### src/rtl/layer_argmax_16_pkg.sv
// Shared definitions for the layer blocks.
//   LAYER_M      : default number of upstream neurons per inference vector
//   LAYER_WIDTH  : default signed data width of each neuron output
//   layer_state_e: two-state handshake FSM encoding (ACCUM / EMIT)
package layer_argmax_16_pkg;

  localparam int LAYER_M     = 16;
  localparam int LAYER_WIDTH = 16;

  typedef enum logic [0:0] {
    ACCUM = 1'b0,
    EMIT  = 1'b1
  } layer_state_e;

endpackage : layer_argmax_16_pkg

### src/rtl/layer_argmax_16.sv
// Streaming argmax over one inference vector of M signed neuron outputs.
// Beats arrive neuron 0 first; after the last beat the running maximum
// and its index are presented on a valid/ready result interface.
//
// Ports:
//   clk       : single clock, rising-edge state updates
//   reset     : synchronous active-high reset
//   s_valid   : upstream beat valid
//   s_ready   : block accepts a beat this cycle (registered)
//   data_in   : signed neuron output
//   m_valid   : result valid (registered)
//   m_ready   : downstream accepts result
//   data_out  : maximum value of the vector
//   class_out : index of that maximum (lowest index on ties)
module layer_argmax_16
  import layer_argmax_16_pkg::*;
#(
  parameter int M     = LAYER_M,
  parameter int WIDTH = LAYER_WIDTH
) (
  input  logic                    clk,
  input  logic                    reset,
  input  logic                    s_valid,
  output logic                    s_ready,
  input  logic signed [WIDTH-1:0] data_in,
  output logic                    m_valid,
  input  logic                    m_ready,
  output logic signed [WIDTH-1:0] data_out,
  output logic [$clog2(M)-1:0]    class_out
);

  localparam int IW = $clog2(M);

  layer_state_e            r_state;
  logic                    r_s_ready;
  logic                    r_m_valid;
  logic [IW-1:0]           r_cnt;
  logic signed [WIDTH-1:0] r_best_val;
  logic [IW-1:0]           r_best_idx;

  layer_state_e            w_state_nxt;
  logic                    w_s_ready_nxt;
  logic                    w_m_valid_nxt;
  logic [IW-1:0]           w_cnt_nxt;
  logic signed [WIDTH-1:0] w_best_val_nxt;
  logic [IW-1:0]           w_best_idx_nxt;
  logic                    w_accept;
  logic                    w_last;

  assign w_accept = s_valid && r_s_ready;
  assign w_last   = (r_cnt == IW'(M - 1));

  // Next-state, counter and running-maximum logic
  always_comb begin
    w_state_nxt    = r_state;
    w_s_ready_nxt  = r_s_ready;
    w_m_valid_nxt  = r_m_valid;
    w_cnt_nxt      = r_cnt;
    w_best_val_nxt = r_best_val;
    w_best_idx_nxt = r_best_idx;
    case (r_state)
      ACCUM: begin
        if (w_accept) begin
          // Neuron 0 seeds the maximum; later neurons win only on strictly
          // greater values so ties keep the lower index.
          if (r_cnt == '0) begin
            w_best_val_nxt = data_in;
            w_best_idx_nxt = '0;
          end else if (data_in > r_best_val) begin
            w_best_val_nxt = data_in;
            w_best_idx_nxt = r_cnt;
          end else begin
            w_best_val_nxt = r_best_val;
            w_best_idx_nxt = r_best_idx;
          end
          if (w_last) begin
            w_cnt_nxt     = '0;
            w_state_nxt   = EMIT;
            w_s_ready_nxt = 1'b0;
            w_m_valid_nxt = 1'b1;
          end else begin
            w_cnt_nxt = r_cnt + IW'(1);
          end
        end else begin
          w_cnt_nxt = r_cnt;
        end
      end
      EMIT: begin
        if (m_ready) begin
          w_state_nxt   = ACCUM;
          w_s_ready_nxt = 1'b1;
          w_m_valid_nxt = 1'b0;
        end else begin
          w_state_nxt = EMIT;
        end
      end
      default: begin
        w_state_nxt   = ACCUM;
        w_s_ready_nxt = 1'b1;
        w_m_valid_nxt = 1'b0;
        w_cnt_nxt     = '0;
      end
    endcase
  end

  // State and datapath registers with synchronous reset
  always_ff @(posedge clk) begin
    if (reset) begin
      r_state    <= ACCUM;
      r_s_ready  <= 1'b1;
      r_m_valid  <= 1'b0;
      r_cnt      <= '0;
      r_best_val <= '0;
      r_best_idx <= '0;
    end else begin
      r_state    <= w_state_nxt;
      r_s_ready  <= w_s_ready_nxt;
      r_m_valid  <= w_m_valid_nxt;
      r_cnt      <= w_cnt_nxt;
      r_best_val <= w_best_val_nxt;
      r_best_idx <= w_best_idx_nxt;
    end
  end

  // Result registers are only written on accepted beats, so they are
  // naturally held while EMIT waits for m_ready.
  assign s_ready   = r_s_ready;
  assign m_valid   = r_m_valid;
  assign data_out  = r_best_val;
  assign class_out = r_best_idx;

endmodule : layer_argmax_16

### config.mk
export PLATFORM = sky130hd
export DESIGN_NAME = layer_argmax_16
export DESIGN_NICKNAME = d
export VERILOG_FILES = /design/src/rtl/layer_argmax_16_pkg.sv /design/src/rtl/layer_argmax_16.sv
export SDC_FILE = /design/constraint.sdc
export NUM_CORES = 1
export LEC_CHECK = 0
export CAP_MARGIN = 0
export CORE_AREA = 2 2 75 77
export DETAILED_ROUTE_END_ITERATION = 12
export DIE_AREA = 0 0 77 79
export SYNTH_ARGS = -nofsm -noshare
export SYNTH_HDL_FRONTEND = slang
export SYNTH_SLANG_ARGS = --single-unit
### constraint.sdc
create_clock -name clk -period 3.04 [get_ports clk]
set_clock_uncertainty 0.1 [all_clocks]
set_input_delay 0.608 -clock clk [delete_from_list [all_inputs] [get_ports clk]]
set_output_delay 0.608 -clock clk [all_outputs]
set_load 0.03 [all_outputs]
==> qor.csv <==
stage,metric,value,unit
run_status,outcome,"complete, no violations",
clock_network,clockRootBuffer,sky130_fd_sc_hd__clkbuf_8,
hold_path,hold-path-cell-count,2,
cells_and_area,nets,264,
placement,post-dp-hpwl,2710,um
synthesis,synth_ff_type,sky130_fd_sc_hd__dfxtp_1,
critical_path,cpPeakStageDelay,0.60,ns
global_route,global_route_wire_length_before_repair,6020,um
routing,post_route_ant_nets,0,
clock_network,clock-sinks,27,
synthesis,ys_seq_area_share,35.0,%
synthesis,average_cell_area_after_synthesis,8.57,sq um
timing,worstMarginPinSlew,0.359,ns
floorplan,rows,27,
critical_path,ff2ff_setup_slack,0.65,ns
timing,grt_setup_unrepaired,no,
floorplan,core-area,5340,sq um
timing,fin_setup_tns,0,ns
synthesis,synthTopCellsByArea,"sky130_fd_sc_hd__dfxtp_1 35%, sky130_fd_sc_hd__ha_1 15%, sky130_fd_sc_hd__a21oi_1 7.8%",
clock_network,tritoncts.num_buffers,3,
placement,buffer_ports.inserted,41,
pwr,fin_total_pwr,0.000898,W
critical_path,timing.critical_path.cells,clkdlybuf4s50_1 > ha_1 > a21oi_1 > o211ai_1 > a211oi_2 > a221oi_4 > buf_4 > or4b_2 > o31ai_1,
cells_and_area,area.growth.synth_to_final,38.1,%
timing,hold_violations,0,
floorplan,die_area,6080,sq um
synthesis,synth-async-reset-ratio,0,%
synthesis,yosys-top-cells-count,"27 x sky130_fd_sc_hd__dfxtp_1, 24 x sky130_fd_sc_hd__a21oi_1, 21 x sky130_fd_sc_hd__inv_1, 18 x sky130_fd_sc_hd__ha_1, 15 x sky130_fd_sc_hd__or3_1",
clock_network,cts_setup_buffers,0,
synthesis,syn_area,1540,sq um
hold_path,worst_min_delay_path_class,flop to flop,
clock_network,cts_tree,done,
clock_network,ctsHtreeMaxLevel,1,
critical_path,cp.arrival,2.87,ns
hold_path,hold_end,m_valid$_SDFFE_PP0P_,
critical_path,critical-path-slowest-cell,sky130_fd_sc_hd__or4b_2,
clock_network,clkTransAtPathRegs,0.10,ns
timing,hold-worst-slack,0.371,ns
routing,drc_errors,0,
floorplan,die_x,77,um
timing,final.period_utilization,91.1,%
global_route,grt.total_usage,11.9,%
hold_path,worst_min_delay_path_startpoint,m_valid$_SDFFE_PP0P_,
global_route,first_global_vias,1352,
critical_path,worst-endpoint-required,3.14,ns
synthesis,synthDominantAreaCellType,sky130_fd_sc_hd__dfxtp_1,
synthesis,synthCells,180,
critical_path,critPathMaxFanout,6,
global_route,total_global_routing_overflow,0,
cells_and_area,antenna_cells_inserted,0,
routing,drt-wirelength-per-cell,11.8,um
timing,slew_headroom,76.0,%
critical_path,r2r.worst_path.cells,9,
timing,finalSetupViolCount,0,
critical_path,critPathLaunchType,primary input,
clock_network,insertion_delay,0.28,ns
global_route,grt_antenna_before_repair,0,
synthesis,synth_most_common_cell,sky130_fd_sc_hd__dfxtp_1,
synthesis,yosys_warnings,0,
run,max_cap_violations,0,
floorplan,floorplan.io_pins,42,
routing,routed-via-count,1388,
synthesis,synth_top_area_share,35.0,%
timing,min_period,2.77,ns
routing,post_drt_via_cell_ratio,4.67,
routing,detail_route.wirelength,3500,um
synthesis,synthDistinctLibCells,39,
synthesis,synth_edf_count,0,
global_route,pin_count_of_the_biggest_net_entering_global_routing,21,
routing,first_pass_iters,4,
clock_network,post_cts_hold_buffer_count,0,
pwr,max-vdd-ir-drop,0.198,mV
placement,finalWeightedCongestion,0.704,
synthesis,syn_nets,218,
floorplan,die_height,79,um
timing,timing.final.max_slew_violations,0,
critical_path,critical_path.reg2reg.endpoint,data_out[0]$_SDFFE_PP0P_,
timing,clock.fmax,0.361,GHz
cells_and_area,filler_cell_count,583,
critical_path,worstSetupEndpointType,flop,
pwr,powerDensity,421,nW/um^2
synthesis,synth.ff_latch_count,27,
clock_network,cts_buffer_depth,2,
cells_and_area,final_layout_size_suffix_gt1_share,10.2,%
critical_path,worst_path_class_setup,primary input to flop,
clock_network,cts-resized-gates,0,
routing,drt-initial-drc-count,33,
floorplan,floorplan.initialDensity,28.9,%
pwr,leakagePower,0.822,nW
critical_path,crit-reg2reg-launch,data_out[14]$_SDFFE_PP0P_,
==> registers in the layout, indices dropped and copies added, names as in the netlist <==
signal	flops
data_out	16
class_out	4
r_cnt	4
m_valid	1
r_state	1
s_ready	1
==> final cells by class <==
| class | instances | area, sq um | area share (%) |
|---|---|---|---|
| inverters | 21 | 78.8 | 3.70 |
| flip-flops and latches | 27 | 541 | 25.4 |
| clock inverters | 1 | 7.51 | 0.352 |
| clock buffers | 3 | 41.3 | 1.94 |
| well taps | 72 | 90.1 | 4.23 |
| repair buffers | 51 | 498 | 23.4 |
| multi-input cells | 122 | 875 | 41.0 |
==> metal layers <==
layer / wire length, um / vias up / share of wire (%) / global-route usage [%]
li1: - / 726 / - / -
met2: 1630 / 33 / 46 / 20.4
met3: 206 / 2 / 5.9 / 2.95
met5: 0 / - / 0 / 0
met4: 20 / 0 / 0.57 / 2.14
met1: 1650 / 627 / 47 / 15.5
==> cell usage in the layout, fill, tap and decap left out, types with 2 or more instances in the layout <==
cell type and count:
sky130_fd_sc_hd__dfxtp_1 27, sky130_fd_sc_hd__a31o_2 2, sky130_fd_sc_hd__and3_1 3, sky130_fd_sc_hd__and2_1 2, sky130_fd_sc_hd__inv_1 21, sky130_fd_sc_hd__nand2_1 8
sky130_fd_sc_hd__a21o_1 2, sky130_fd_sc_hd__or3_1 15, sky130_fd_sc_hd__clkdlybuf4s50_1 41, sky130_fd_sc_hd__nor3_1 3, sky130_fd_sc_hd__buf_4 9, sky130_fd_sc_hd__nor2_1 5
sky130_fd_sc_hd__clkbuf_8 3, sky130_fd_sc_hd__a32o_1 2, sky130_fd_sc_hd__o21ai_1 7, sky130_fd_sc_hd__nand2b_1 2, sky130_fd_sc_hd__a21oi_1 24, sky130_fd_sc_hd__ha_1 18
sky130_fd_sc_hd__o21ai_0 10
==> power breakdown <==
group	total (W)	internal [W]	switching, W
clock network	0.000213	0.0000932	0.000119
registers	0.000392	0.000377	0.0000150
logic	0.000293	0.000135	0.000158
==> worst max path at each step <==
stage	startpoint	endpoint	slack, ns
2_1_floorplan	data_in[14]	data_out[0]$_SDFFE_PP0P_	0.61
3_3_place_gp	data_in[11]	data_out[0]$_SDFFE_PP0P_	-0.03
3_5_place_dp	data_in[11]	data_out[0]$_SDFFE_PP0P_	-0.05
4_1_cts	data_in[11]	data_out[0]$_SDFFE_PP0P_	0.25
5_1_grt	data_in[14]	data_out[12]$_SDFFE_PP0P_	0.11
6_report	data_in[11]	data_out[0]$_SDFFE_PP0P_	0.27
==> cells by family after synthesis <==
family                   count (synthesis)  share of synthesized area (%)
AO/OA/AOI/OAI                           56                           22.8
XOR/XNOR                                 2                           1.14
adder cells (fa/ha/maj)                 18                           14.6
buffers and inverters                   31                           8.27
flip-flops                              27                           35.0
AND/OR/NAND/NOR                         46                           18.2
==> through the flow <==
stage / std cells / setup slack (ns) / instance area [sq um] / util [%]
final: 297 / 0.271 / 2130 / 39.9
after global routing: 297 / 0.114 / 2130 / 39.9
after CTS: 297 / 0.250 / 2130 / 39.9
after detailed placement: 293 / -0.0520 / 2080 / 39.0
after global placement: 293 / -0.0254 / 2080 / 39.0
after floorplan: 180 / 0.607 / 1540 / -
==> critical path: cells and delay by family <==
family / cells / cell delay (ns)
and+or+nand+nor: 1 / 0.60
buffers and inverters: 2 / 0.59
adders and majority gates: 1 / 0.31
AOI/OAI and AO/OA: 5 / 0.76
No activity file was read; power rests on OpenSTA's default activity.
